### config.mk
export PLATFORM = sky130hd
export DESIGN_NAME = mem_wb_stage_register
export DESIGN_NICKNAME = d
export VERILOG_FILES = /design/src/rtl/mem_wb_stage_register.sv
export SDC_FILE = /design/constraint.sdc
export NUM_CORES = 1
export LEC_CHECK = 0
export CAP_MARGIN = 20
export CORE_MARGIN = 2
export CORE_UTILIZATION = 45
export CTS_CLUSTER_DIAMETER = 80
export DETAILED_ROUTE_END_ITERATION = 12
export GPL_TIMING_DRIVEN = 0
export PLACE_DENSITY_LB_ADDON = 0.12
export SYNTH_ARGS = -nofsm -noshare
export SYNTH_HDL_FRONTEND = slang
export SYNTH_SLANG_ARGS = --single-unit
### constraint.sdc
create_clock -name clk -period 2.4 [get_ports clk]
set_input_delay 0.48 -clock clk [delete_from_list [all_inputs] [get_ports clk]]
set_output_delay 0.48 -clock clk [all_outputs]
set_load 0.05 [all_outputs]
### src/rtl/mem_wb_stage_register.sv
// ---------------------------------------------------------------------------
// mem_wb_stage_register
// MEM/WB pipeline register for the 16-bit core. It holds the memory-stage
// result for one cycle. It has a valid bit, stall (hold) and flush (bubble
// insert) control, and a writeback mux that works from registered fields
// only. It also gives forwarding-match flags for the hazard unit and keeps a
// saturating bubble counter for performance debug.
//
// Ports:
//   clk, reset            rising-edge clock, asynchronous active-high reset
//   stall, flush          hold all state / replace capture with a bubble
//   *_in                  MEM-stage payload (valid, select, RAM data, ALU
//                         result, destination register, reg_write)
//   src_a_addr/src_b_addr decode-stage sources for the forwarding compare
//   *_out                 registered payload; reg_write_out is gated by valid
//   wb_data_out           mem_to_reg_out ? ram_read_data_out : alu_result_out
//   fwd_a_hit/fwd_b_hit   writeback destination matches src_a/src_b
//   bubble_count          saturating count of bubble captures
// ---------------------------------------------------------------------------
module mem_wb_stage_register #(
    parameter int unsigned DATA_W             = 16,
    parameter int unsigned REG_ADDR_W         = 3,
    parameter int unsigned CNT_W              = 16,
    parameter bit          ZERO_REG_HARDWIRED = 1'b0
) (
    input  logic                  clk,
    input  logic                  reset,
    input  logic                  stall,
    input  logic                  flush,
    input  logic                  valid_in,
    input  logic                  mem_to_reg_in,
    input  logic [DATA_W-1:0]     ram_read_data_in,
    input  logic [DATA_W-1:0]     alu_result_in,
    input  logic [REG_ADDR_W-1:0] reg_dst_result_in,
    input  logic                  reg_write_in,
    input  logic [REG_ADDR_W-1:0] src_a_addr,
    input  logic [REG_ADDR_W-1:0] src_b_addr,
    output logic                  valid_out,
    output logic                  mem_to_reg_out,
    output logic [DATA_W-1:0]     ram_read_data_out,
    output logic [DATA_W-1:0]     alu_result_out,
    output logic [REG_ADDR_W-1:0] reg_dst_result_out,
    output logic                  reg_write_out,
    output logic [DATA_W-1:0]     wb_data_out,
    output logic                  fwd_a_hit,
    output logic                  fwd_b_hit,
    output logic [CNT_W-1:0]      bubble_count
);

    logic                  valid_r;
    logic                  mem_to_reg_r;
    logic                  reg_write_r;
    logic [DATA_W-1:0]     ram_data_r;
    logic [DATA_W-1:0]     alu_result_r;
    logic [REG_ADDR_W-1:0] reg_dst_r;
    logic [CNT_W-1:0]      bubble_count_r;

    logic                  bubble_event_s;
    logic                  count_sat_s;
    logic                  reg_write_gated_s;
    logic                  zero_dst_block_s;
    logic [DATA_W-1:0]     wb_data_s;
    logic                  fwd_a_hit_s;
    logic                  fwd_b_hit_s;

    // A bubble is any flush, or a load that captures an invalid slot.
    always_comb begin
        bubble_event_s = 1'b0;
        if (flush) begin
            bubble_event_s = 1'b1;
        end else if (!stall) begin
            bubble_event_s = ~valid_in;
        end else begin
            bubble_event_s = 1'b0;
        end
    end

    assign count_sat_s = (bubble_count_r == {CNT_W{1'b1}});

    // Payload registers: flush beats stall, stall beats load.
    always_ff @(posedge clk or posedge reset) begin
        if (reset) begin
            valid_r      <= 1'b0;
            mem_to_reg_r <= 1'b0;
            reg_write_r  <= 1'b0;
            ram_data_r   <= {DATA_W{1'b0}};
            alu_result_r <= {DATA_W{1'b0}};
            reg_dst_r    <= {REG_ADDR_W{1'b0}};
        end else if (flush) begin
            valid_r      <= 1'b0;
            mem_to_reg_r <= 1'b0;
            reg_write_r  <= 1'b0;
            ram_data_r   <= {DATA_W{1'b0}};
            alu_result_r <= {DATA_W{1'b0}};
            reg_dst_r    <= {REG_ADDR_W{1'b0}};
        end else if (stall) begin
            valid_r      <= valid_r;
            mem_to_reg_r <= mem_to_reg_r;
            reg_write_r  <= reg_write_r;
            ram_data_r   <= ram_data_r;
            alu_result_r <= alu_result_r;
            reg_dst_r    <= reg_dst_r;
        end else begin
            // Data fields load even when valid_in is low; valid gates the write.
            valid_r      <= valid_in;
            mem_to_reg_r <= mem_to_reg_in;
            reg_write_r  <= reg_write_in;
            ram_data_r   <= ram_read_data_in;
            alu_result_r <= alu_result_in;
            reg_dst_r    <= reg_dst_result_in;
        end
    end

    // Bubble counter: counts bubble captures and saturates instead of wrapping.
    always_ff @(posedge clk or posedge reset) begin
        if (reset) begin
            bubble_count_r <= {CNT_W{1'b0}};
        end else if (bubble_event_s && !count_sat_s) begin
            bubble_count_r <= bubble_count_r + CNT_W'(1);
        end else begin
            bubble_count_r <= bubble_count_r;
        end
    end

    assign reg_write_gated_s = reg_write_r & valid_r;

    // Writeback mux and forwarding compare, driven only from registered fields
    // (the source addresses belong to the decode stage).
    always_comb begin
        wb_data_s        = alu_result_r;
        zero_dst_block_s = 1'b0;
        if (mem_to_reg_r) begin
            wb_data_s = ram_data_r;
        end else begin
            wb_data_s = alu_result_r;
        end
        if (ZERO_REG_HARDWIRED) begin
            zero_dst_block_s = (reg_dst_r == {REG_ADDR_W{1'b0}});
        end else begin
            zero_dst_block_s = 1'b0;
        end
        fwd_a_hit_s = reg_write_gated_s & (reg_dst_r == src_a_addr) & ~zero_dst_block_s;
        fwd_b_hit_s = reg_write_gated_s & (reg_dst_r == src_b_addr) & ~zero_dst_block_s;
    end

    assign valid_out          = valid_r;
    assign mem_to_reg_out     = mem_to_reg_r;
    assign ram_read_data_out  = ram_data_r;
    assign alu_result_out     = alu_result_r;
    assign reg_dst_result_out = reg_dst_r;
    assign reg_write_out      = reg_write_gated_s;
    assign wb_data_out        = wb_data_s;
    assign fwd_a_hit          = fwd_a_hit_s;
    assign fwd_b_hit          = fwd_b_hit_s;
    assign bubble_count       = bubble_count_r;

endmodule

## Yosys cells after proc, flatten, opt, wreduce, memory -nomap -nowiden

Index checks and enable logic that the tools add are counted.

| word-level totals | value |
|---|---|
| output and inout bits | 72 |
| register bits after elaboration | 54 |
| input bits | 48 |

| cells by class | value |
|---|---|
| $add $sub $neg | 1 |
| bitwise gates (word level) | 4 |
| muxes and demuxes | 15 |
| equality and inequality tests | 4 |
| reductions and logical operators | 2 |

Operators by type and width:

| cell | count |
|---|---|
| two-way mux 16 bit | 5 |
| adder 16 x 1 -> 16 bit (second input constant) | 1 |
| equality test 16 bit (second input constant) | 1 |
| two-way mux 1 bit | 8 |
| equality test 3 bit | 2 |
| two-way mux 3 bit | 2 |
| bitwise AND 1 bit | 3 |
| != test 2 x 1 -> 1 bit (second input constant) | 1 |
| logical AND 1 bit | 1 |
| logical NOT 1 bit | 1 |
| NOT 1 bit | 1 |

## Longest topological paths before layout

Gate-level depths: netlist (run 1).

| logic depth | value |
|---|---|
| word-level depth | 4 |
| depth in mapped cells | 5 |
| depth with buffers taken out | 5 |

## Least setup slack after synthesis (run 1)

Ideal clock, no wire load.

| timing path | value |
|---|---|
| kind | reg-to-output |
| start | register reg_dst_r[2], in the netlist reg_dst_result_out[2] |
| end | output fwd_a_hit |
| buffers on the path | 0 |
| setup slack | -0.450 ns |
| arrival time | 2.370 ns |
| cell stages (with the launch flop) | 3 |
| cells stage by stage | dfrtp_1 xor2_1 nor4_1 |

| between the ends | value |
|---|---|
| word-level cells in the longest chain between the ends | 2 |

Ends and longest elaborated chain:

| item | line | RTL |
|---|---|---|
| start: declaration | 55 | `logic [REG_ADDR_W-1:0] reg_dst_r;` |
| start signal: assignment | 88 | `reg_dst_r <= {REG_ADDR_W{1'b0}};` |
| start signal: assignment | 95 | `reg_dst_r <= {REG_ADDR_W{1'b0}};` |
| start signal: assignment | 102 | `reg_dst_r <= reg_dst_r;` |
| equality test 3 bit | 142 | `fwd_a_hit_s = reg_write_gated_s & (reg_dst_r == src_a_addr) & ~zero_dst_block_s;` |
| bitwise AND 1 bit | 142 |  |
| end: declaration | 45 | `output logic fwd_a_hit,` |

Every way passes these cells.

## Worst setup path after layout (run 1)

| timing path | value |
|---|---|
| start | input src_a_addr[2] |
| end | output fwd_a_hit |

| between the ends | value |
|---|---|
| word-level cells in the longest chain between the ends | 2 |

Ends and longest elaborated chain:

| item | line | RTL |
|---|---|---|
| start: declaration | 36 | `input logic [REG_ADDR_W-1:0] src_a_addr,` |
| equality test 3 bit | 142 |  |
| bitwise AND 1 bit | 142 |  |

Every way passes these cells.

==> results of run 1 <==
[flip-flops by register name, summed over array words and instances (netlist names)]
register / cells
alu_result_out: 16
reg_write_r: 1
ram_read_data_out: 16
valid_out: 1
reg_dst_result_out: 3
mem_to_reg_out: 1
bubble_count: 16
[metrics by stage]
stage	setup WS (ps)	cell area [um^2]	power [mW]	hold slack [ps]
after floorplan	-450.4	2633	1.823	489.6
after global placement	-424.4	3904	2.199	495.8
after detailed placement	-336.2	3924	2.222	498.6
after CTS	29.52	3993	2.710	515.1
after global routing	23.44	4010	2.819	540.7
final	63.98	4010	2.685	508.7
[layout make-up]
cell class	instances	area [um^2]
Tap cell	72	90.09
Clock inverter	1	7.507
Inverter	5	18.77
Clock buffer	6	72.57
Timing Repair Buffer	119	1207
Sequential cell	54	1353
Multi-Input combinational cell	157	1207
Fill cell	437	1564
Buffer	10	53.80
[worst min-delay path by stage]
stage                                          to  cells past startpoint  slack, ps                         start
floorplan                 reg_write_r$_DFFE_PP0P_                      2        490       reg_write_r$_DFFE_PP0P_
global placement     bubble_count[11]$_DFFE_PP0P_                      1        500  bubble_count[11]$_DFFE_PP0P_
detailed placement   bubble_count[11]$_DFFE_PP0P_                      1        500  bubble_count[11]$_DFFE_PP0P_
CTS                 alu_result_out[0]$_DFFE_PP0P_                      2        520                         reset
global route        alu_result_out[0]$_DFFE_PP0P_                      2        540                         reset
finish              alu_result_out[5]$_DFFE_PP0P_                      2        510                         reset
[timing repair]
item                                    in CTS  in global routing
endpoints found under the setup margin      18                  7
cloned                                       0                  0
resized for setup                           16                  7
[routing by layer]
| metal | global-route usage | vias up | wire (um) |
|---|---|---|---|
| li1 | - | 1034 | - |
| met1 | 0.2694 | 1034 | 2882 |
| met2 | 0.3483 | 74 | 3265 |
| met3 | 0.05393 | 7 | 460 |
| met4 | 0.05593 | 0 | 88 |
| met5 | 0 | - | 0 |
[critical path: cells and delay by family]
kind	cells	cell delay (ps)
XOR/XNOR	1	150
buffers and inverters	2	990
AND/OR/NAND/NOR	1	240
[cell families after synthesis]
logic type	share of synthesized area
AOI/OAI and AO/OA	0.02709
xor gates and xnor gates	0.05989
adders and majority gates	0.004752
buffers and inverters	0.02804
DFF	0.5133
muxes	0.2172
and+or+nand+nor	0.1497
[placed cells by master (no fill, tap or decap), types with 2 or more instances in the layout]
master	netlist	routed
and3_1	4	4
nand3_1	6	6
buf_2	5	4
dlymetal6s2s_1	0	7
dlygate4sd2_1	0	10
inv_1	5	4
clkbuf_1	3	3
buf_1	2	2
xnor2_1	7	7
nor3_1	4	4
clkdlybuf4s50_1	0	100
xor2_1	11	11
mux2_2	16	16
a21oi_1	5	5
dfrtp_1	54	53
nand2_1	3	3
nor4_1	3	3
nor2_1	40	40
mux2i_1	38	38
nand4_1	4	4
clkbuf_8	0	5
[power groups by stage]
stage / Sequential [mW] / Combinational [mW] / Clock [mW]
floorplan: 1.49 / 0.331 / 0
global placement: 1.16 / 1.04 / 0
detailed placement: 1.17 / 1.05 / 0
CTS: 1.16 / 1.05 / 0.506
global route: 1.18 / 1.10 / 0.546
finish: 1.16 / 1.04 / 0.491
==> impl_metrics.toml, run 1 <==
[floorplan]
io_pins = 120
core_area_mm2 = 0.005574
die_w_um = 80.49
start_util = 0.4723
die_area_mm2 = 0.006478
die-height_um = 80.49
rows = 27

[clocking]
cts_root_buf = "clkbuf_8"
clock_path_buffers = 2
path_clk_slew_ps = 90
ctsHoldBuffers = 0
post_cts_buffers = 0
cts-htree-levels = 2
cts_tree = "yes"
cts.sinks = 54
clk_latency_ps = 310
numCtsBuffers = 5

[final_layout]
syn_to_final_growth_pct = 52.33
n_antenna_cell = 0
fin_util = 0.7194
layout.nets = 401
drive_gt1_frac = 0.1080
final_cell_count_no_fill = 424

[place]
io_buffer_count = 118
place.gp.congestion = 0.7823
dp_hpwl_um = 5023
dp.cells = 418

[routing]
drt_iter0_markers = 49
postRouteAntennaNets = 0
drc = 0
dr.pass1.iters = 4
wl_per_cell_um = 15.79
drt-total-wl_um = 6697
vias = 2149
vias_per_cell = 5.068

[timing]
fin_crit_sh = 0.9733
tns_ps = 0
rsz0062_at_grt = "false"
fin_crit_ps = 2336
maxSlewViolCount = 0
slew_headroom = 0.6381
hold_viol = 0
setup_viol = 0
fmax_ghz = 0.4281
fin_skew_ps = 6.408
worstMarginPinSlew_ps = 542.9

[logic_synthesis]
ys_types = 34
synth_area_leaders = "dfrtp_1, mux2i_1, mux2_2"
yosys_register_bits = 54
synthTopCellsByCount = "dfrtp_1, nor2_1, mux2i_1, mux2_2, xor2_1"
ys_async_sr_fraction = 1.000
yosysTopAreaCell = "dfrtp_1"
synth_enable_flop_cells = 0
synthMostInstantiatedCell = "dfrtp_1"
synthFlopType = "dfrtp_1"
synth_top_area_frac = 0.5133
syn-cell-area_mm2 = 0.002633
avgSynthCellArea_um2 = 11.60
seq_area_frac_synth = 0.5133
synthCells = 227
syn-num-nets = 276
yosysWarnings = 0

[critical_path]
cp.arrival_ps = 1860
crit_path_end = "fwd_a_hit"
crit_path_end_kind = "primary output"
critPathLaunchType = "input port"
timing.rr.start = "bubble_count[8]$_DFFE_PP0P_"
crit_start = "src_a_addr[2]"
cp.required_ps = 1920
cpMaxStageDelayCell = "dlygate4sd2_1"
critical_path_class = "input port to primary output"
cpPeakStageDelay_ps = 560
critPathMaxFanout = 1
cp_cell_sequence = "clkdlybuf4s50_1 > xor2_1 > nor4_1 > dlygate4sd2_1"
r2r_slack_ps = 540
reg2reg_depth = 4
rr_endpoint = "bubble_count[1]$_DFFE_PP0P_"

[power_and_ir_drop]
cellPowerDensity_mw_per_mm2 = 669.6
p_seq_frac = 0.431
comb_power_share = 0.386
p_leak_nw = 1.963
clock_power_share = 0.183
internal_power_mw = 1.605
switching_share = 0.4024
ir_drop_v = 0.0008090
switching_power_mw = 1.081

[status]
outcome = "finished, final reports clean"

[global_routing]
antenna_found_initial = 0
overflow = 0
grt_max_degree = 34
track_usage = 0.2088
grt_pass1_vias = 2048
grt_pass1_wl_um = 10290

[run]
max-cap-violations = 0

[min_path]
worst_hold_path_type = "input port to asynchronous set/reset pin"
(Power assumes the default switching activity.)
==> run 2, diff against run 1 <==
==> constraint.sdc (replaced) <==
create_clock -name clk -period 2.4 [get_ports clk]
set_input_delay 0.48 -clock clk [delete_from_list [all_inputs] [get_ports clk]]
set_output_delay 0.48 -clock clk [all_outputs]
set_load 0.01 [all_outputs]
==> run 2 against run 1 <==
Net effect: fmax is 1.5% lower; sequential power hardly changed; register-to-register slack is essentially flat; final cell count fell by 0.24%; combinational power down 35%; global-route usage down 0.072 points; total power shrank 14%; utilization decreased by 0.27 points; final area decreased by 0.37%; sequential share of layout area grew 0.13 points; clock-buffer cell count is the same; setup slack got worse by 35 ps.
==> impl_metrics.toml, run 2 (synthesized netlist as in run 1, its figures left out) <==
[status]
outcome = "finished, final reports clean"

[routing]
dr.pass1.iters = 4
wl_per_cell_um = 15.62
drt_iter0_markers = 48
drc = 0
vias = 2157
drt-total-wl_um = 6608
vias_per_cell = 5.099
postRouteAntennaNets = 0

[timing]
setup_viol = 0
fin_skew_ps = 5.830
hold_ws_ps = 512.9
slew_headroom = 0.6335
fmax_ghz = 0.4218
hold_viol = 0
fin_crit_ps = 2371
rsz0062_at_grt = "false"
fin_crit_sh = 0.9878
tns_ps = 0
maxSlewViolCount = 0
worstMarginPinSlew_ps = 549.7

[power_and_ir_drop]
ir_drop_v = 0.0005764
cellPowerDensity_mw_per_mm2 = 580.8
p_leak_nw = 1.815

[final_layout]
syn_to_final_growth_pct = 51.76
drive_gt1_frac = 0.1026
layout_commonest_cell = "clkdlybuf4s50_1"
layout.nets = 400
fin_util = 0.7167
final_area_mm2 = 0.003995
n_antenna_cell = 0
mostFrequentLayoutCells = "clkdlybuf4s50_1, dfrtp_1, nor2_1"

[place]
dp_hpwl_um = 5023
io_buffer_count = 118
place_area_mm2 = 0.003924
place.gp.congestion = 0.7823

[critical_path]
cpPeakStageDelay_ps = 580
critical_path_class = "input port to primary output"
cp.buffers_inverters = 2
cp_top_family = "buffers and inverters"
timing.rr.start = "bubble_count[8]$_DFFE_PP0P_"
crit_start = "src_a_addr[2]"
critPathMaxFanout = 1
cpMaxStageDelayCell = "clkdlybuf4s50_1"
path_common_cell = "clkdlybuf4s50_1"
cp.arrival_ps = 1890
cp_cell_sequence = "clkdlybuf4s50_1 > xor2_1 > nor4_1 > clkdlybuf4s50_1"
critPathLaunchType = "input port"
cp.required_ps = 1920
crit_path_end_kind = "primary output"

[clocking]
cts_root_buf = "clkbuf_8"
path_clk_slew_ps = 90
post_cts_buffers = 0
cts_tree = "yes"
cts-htree-levels = 2
clock_path_buffers = 2
clk_latency_ps = 300
numCtsBuffers = 5
cts.sinks = 54

[global_routing]
busiest_layer = "met2"
antenna_found_initial = 0
met1_usage = 0.2694
track_usage = 0.2081
grt_max_degree = 34
overflow = 0
use_met2 = 0.3458
grt_pass1_vias = 2045
global_route.usage.met3 = 0.05393
grt_pass1_wl_um = 10250

[floorplan]
start_util = 0.4723
io_pins = 120
die-height_um = 80.49
rows = 27
die_area_mm2 = 0.006478
die_w_um = 80.49
core_area_mm2 = 0.005574

[run]
max-cap-violations = 0

[min_path]
worst_hold_path_type = "flip-flop to flip-flop"
hold_path.startpoint = "bubble_count[11]$_DFFE_PP0P_"
run 2: stage by stage:
step | std cells | setup slack [ps] | power, mW
CTS | 423 | 31.11 | 2.348
finish | 423 | 29.34 | 2.320
global placement | 417 | -424.4 | 1.831
floorplan | 227 | 605.4 | 1.459
detailed placement | 418 | -69.20 | 1.854
global route | 423 | 17.24 | 2.459
run 2: layout make-up:
type / instances / area, um^2
fill: 432 / 1579
sequential: 54 / 1353
multi-input combinational: 157 / 1207
timing repair buffer: 119 / 1200
tap: 72 / 90.09
clock buffer: 6 / 72.57
buffer: 9 / 46.29
inverter: 5 / 18.77
clock inverter: 1 / 7.507
run 2: where the power goes:
| group | switching [mW] | internal (mW) |
|---|---|---|
| combinational | 0.272 | 0.403 |
| clock | 0.285 | 0.201 |
| sequential | 0.150 | 1.01 |
run 2: worst paths after layout:
kind	endpoint	slack (ps)	cells after the start
max	fwd_a_hit	30	4
min	bubble_count[11]$_DFFE_PP0P_	510	1
max reg2reg	bubble_count[1]$_DFFE_PP0P_	550	4
min reg2reg	bubble_count[11]$_DFFE_PP0P_	510	1
max in group asynchronous	mem_to_reg_out$_DFFE_PP0P_	1340	3
min in group asynchronous	alu_result_out[5]$_DFFE_PP0P_	520	2
run 2: metal layers:
layer	vias up	wire length [um]
met5	-	0
met4	0	53
met3	4	495
met2	78	3242
met1	1044	2817
li1	1031	-
run 2: timing repair:
action	in CTS	in global routing
hold endpoints to repair	0	0
hold buffers	0	0
gates resized for setup	2	0
endpoints found under the setup margin	17	0
==> run 3, diff against run 2 <==
--- a/config.mk
+++ b/config.mk
@@ -5,9 +5,10 @@
 export SDC_FILE = /design/constraint.sdc
 export NUM_CORES = 1
 export LEC_CHECK = 0
+export ABC_AREA = 1
 export CAP_MARGIN = 20
 export CORE_MARGIN = 2
-export CORE_UTILIZATION = 45
+export CORE_UTILIZATION = 46
 export CTS_CLUSTER_DIAMETER = 80
 export DETAILED_ROUTE_END_ITERATION = 12
 export GPL_TIMING_DRIVEN = 0
==> run 3 against run 2 <==
Net effect: global-route usage increased by 3.9 points; final area increased by 5.0%; combinational power fell by 5.9%; via count rose by 37%; non-clock buffer count rose by 9; clock power about the same; first-iteration DRC count grew to 3.9 times the previous value; critical path depth down 1; clock-buffer cell count is the same; fmax increased by 2.8%; total power fell by 4.5%; largest cell class unchanged; largest power group unchanged; highest routed layer unchanged.
==> impl_metrics.toml, run 3 <==
[final_layout]
final_area_mm2 = 0.004195
n_antenna_cell = 0
fin_util = 0.7086
drive_gt1_frac = 0.03992
syn_to_final_growth_pct = 49.15
n_fill_cell = 492
mostFrequentLayoutCells = "clkdlybuf4s50_1, nand2_1, nand3_1"
final_cell_count_no_fill = 576
layout.nets = 550
layout_commonest_cell = "clkdlybuf4s50_1"

[critical_path]
cp.buffers_inverters = 2
critPathLaunchType = "flip-flop"
cpPeakStageDelay_ps = 570
cp.arrival_ps = 1830
cpMaxStageDelayCell = "clkdlybuf4s50_1"
critPathMaxFanout = 10
crit_path_end_kind = "primary output"
r2r_slack_ps = 740
cp.required_ps = 1920
critical_path_class = "flip-flop to primary output"
cp_cell_sequence = "clkbuf_1 > o21ai_0 > clkdlybuf4s50_1"
cp_top_family = "buffers and inverters"

[timing]
hold_viol = 0
fin_crit_ps = 2306
tns_ps = 0
slew_headroom = 0.6869
worstMarginPinSlew_ps = 469.6
setup_viol = 0
setup_ws_ps = 93.92
fmax_ghz = 0.4336
fin_crit_sh = 0.9609
rsz0062_at_grt = "false"
fin_skew_ps = 5.636
hold_ws_ps = 480.3
maxSlewViolCount = 0

[floorplan]
die_w_um = 82.20
die-height_um = 82.20
io_pins = 120
rows = 28
core_area_mm2 = 0.005921
die_area_mm2 = 0.006756
start_util = 0.4751

[power_and_ir_drop]
clock_power_share = 0.219
ir_drop_v = 0.0004110
comb_power_share = 0.287
p_seq_frac = 0.494
p_leak_nw = 1.875
switching_power_mw = 0.6716
cellPowerDensity_mw_per_mm2 = 528.0
switching_share = 0.3032
internal_power_mw = 1.544
power_mw = 2.215

[logic_synthesis]
synth_area_leaders = "dfrtp_1, nand2_1, nand3_1"
synthTopCellsByCount = "nand2_1, nand3_1, dfrtp_1, o21ai_0, inv_1"
synthMostInstantiatedCell = "nand2_1"
ys_types = 23
synth_top_area_frac = 0.4804
avgSynthCellArea_um2 = 7.501
yosysTopAreaCell = "dfrtp_1"
syn-cell-area_mm2 = 0.002813
synthFlopType = "dfrtp_1"
syn-num-nets = 424
ys_async_sr_fraction = 1.000
yosys_register_bits = 54
synth_enable_flop_cells = 0
synthCells = 375
yosysWarnings = 0
seq_area_frac_synth = 0.4804

[clocking]
cts_root_buf = "clkbuf_8"
ctsHoldBuffers = 0
clock_path_buffers = 2
path_clk_slew_ps = 90
clk_latency_ps = 300
cts_tree = "yes"
cts-htree-levels = 2
numCtsBuffers = 5
cts.sinks = 54

[global_routing]
global_route.usage.met3 = 0.04022
met1_usage = 0.3058
busiest_layer = "met2"
grt_pass1_wl_um = 12940
overflow = 0
grt_max_degree = 39
track_usage = 0.2473
antenna_found_initial = 0
use_met2 = 0.4516
grt_pass1_vias = 2807

[routing]
drc = 0
dr.pass1.iters = 4
wl_per_cell_um = 14.08
drt-total-wl_um = 8111
drt_iter0_markers = 185
vias_per_cell = 5.118
vias = 2948
postRouteAntennaNets = 0

[run]
max-cap-violations = 0

[place]
dp_hpwl_um = 6261
place.gp.congestion = 0.8399
dp.cells = 569
place_area_mm2 = 0.004108
place_ws_ps = -1.103
io_buffer_count = 118

[status]
outcome = "finished, final reports clean"

[min_path]
worst_hold_path_type = "input port to asynchronous set/reset pin"
run 3: changes by cell type in the layout (fill, tap and decap cells not counted), moves of 9 or more:
cell	previous run	this run
nand2_1	3	110
nand3_1	6	59
o21ai_0	0	45
mux2i_1	38	0
inv_1	4	37
nor2_1	40	22
mux2_2	16	0
clkbuf_1	3	12
run 3: worst paths after layout:
kind | to | startpoint | depth (start not counted)
setup / recovery | wb_data_out[8] | mem_to_reg_out$_DFFE_PP0P_ | 3
hold / removal | bubble_count[9]$_DFFE_PP0P_ | reset | 2
setup reg to reg | bubble_count[6]$_DFFE_PP0P_ | bubble_count[0]$_DFFE_PP0P_ | 8
hold reg to reg | reg_write_r$_DFFE_PP0P_ | reg_write_r$_DFFE_PP0P_ | 2
max in group asynchronous | bubble_count[15]$_DFFE_PP0P_ | reset | 3
min in group clk | reg_write_r$_DFFE_PP0P_ | reg_write_r$_DFFE_PP0P_ | 2
run 3: worst reg2reg max path: cells and delay by family (launching register included):
family	cells	cell delay, ps
DFF	1	450
adders and majority gates	1	290
buffers and inverters	1	100
and+or+nand+nor	6	770
run 3: kinds of logic (layout without fill, tap and decap cells):
kind of cell | after synthesis | after routing | share of synthesized area
and+or+nand+nor | 205 | 205 | 0.3118
buffers and inverters | 56 | 182 | 0.07829
DFF | 54 | 54 | 0.4804
AOI/OAI and AO/OA | 48 | 48 | 0.09075
xor gates and xnor gates | 11 | 11 | 0.03425
adders and majority gates | 1 | 1 | 0.004448
run 3: layout make-up:
type                       instances  area (um^2)  share of cell area
buffer                            18        80.08             0.01909
clock buffer                       6        72.57             0.01730
clock inverter                     1        7.507            0.001789
inverter                          38        142.6             0.03400
multi-input combinational        265         1241              0.2959
sequential                        54         1351              0.3221
tap                               75        93.84             0.02237
timing repair buffer             119         1206              0.2875
run 3: power groups by stage:
stage	clock [mW]	combinational, mW	sequential (mW)
after floorplan	0	0.239	1.14
after global routing	0.532	0.694	1.11
after detailed placement	0	0.638	1.11
after CTS	0.495	0.641	1.09
final	0.485	0.635	1.09
after global placement	0	0.625	1.11
run 3: routing by layer:
metal	up-vias	wire length (um)
met5	-	0
met4	0	87
met3	6	568
met2	93	4151
met1	1395	3302
li1	1454	-
run 3: timing repair:
item / CTS / global route
cloned: 0 / 0
buffers inserted: 0 / 0
setup endpoints to repair: 1 / 11
resized for setup: 1 / 4
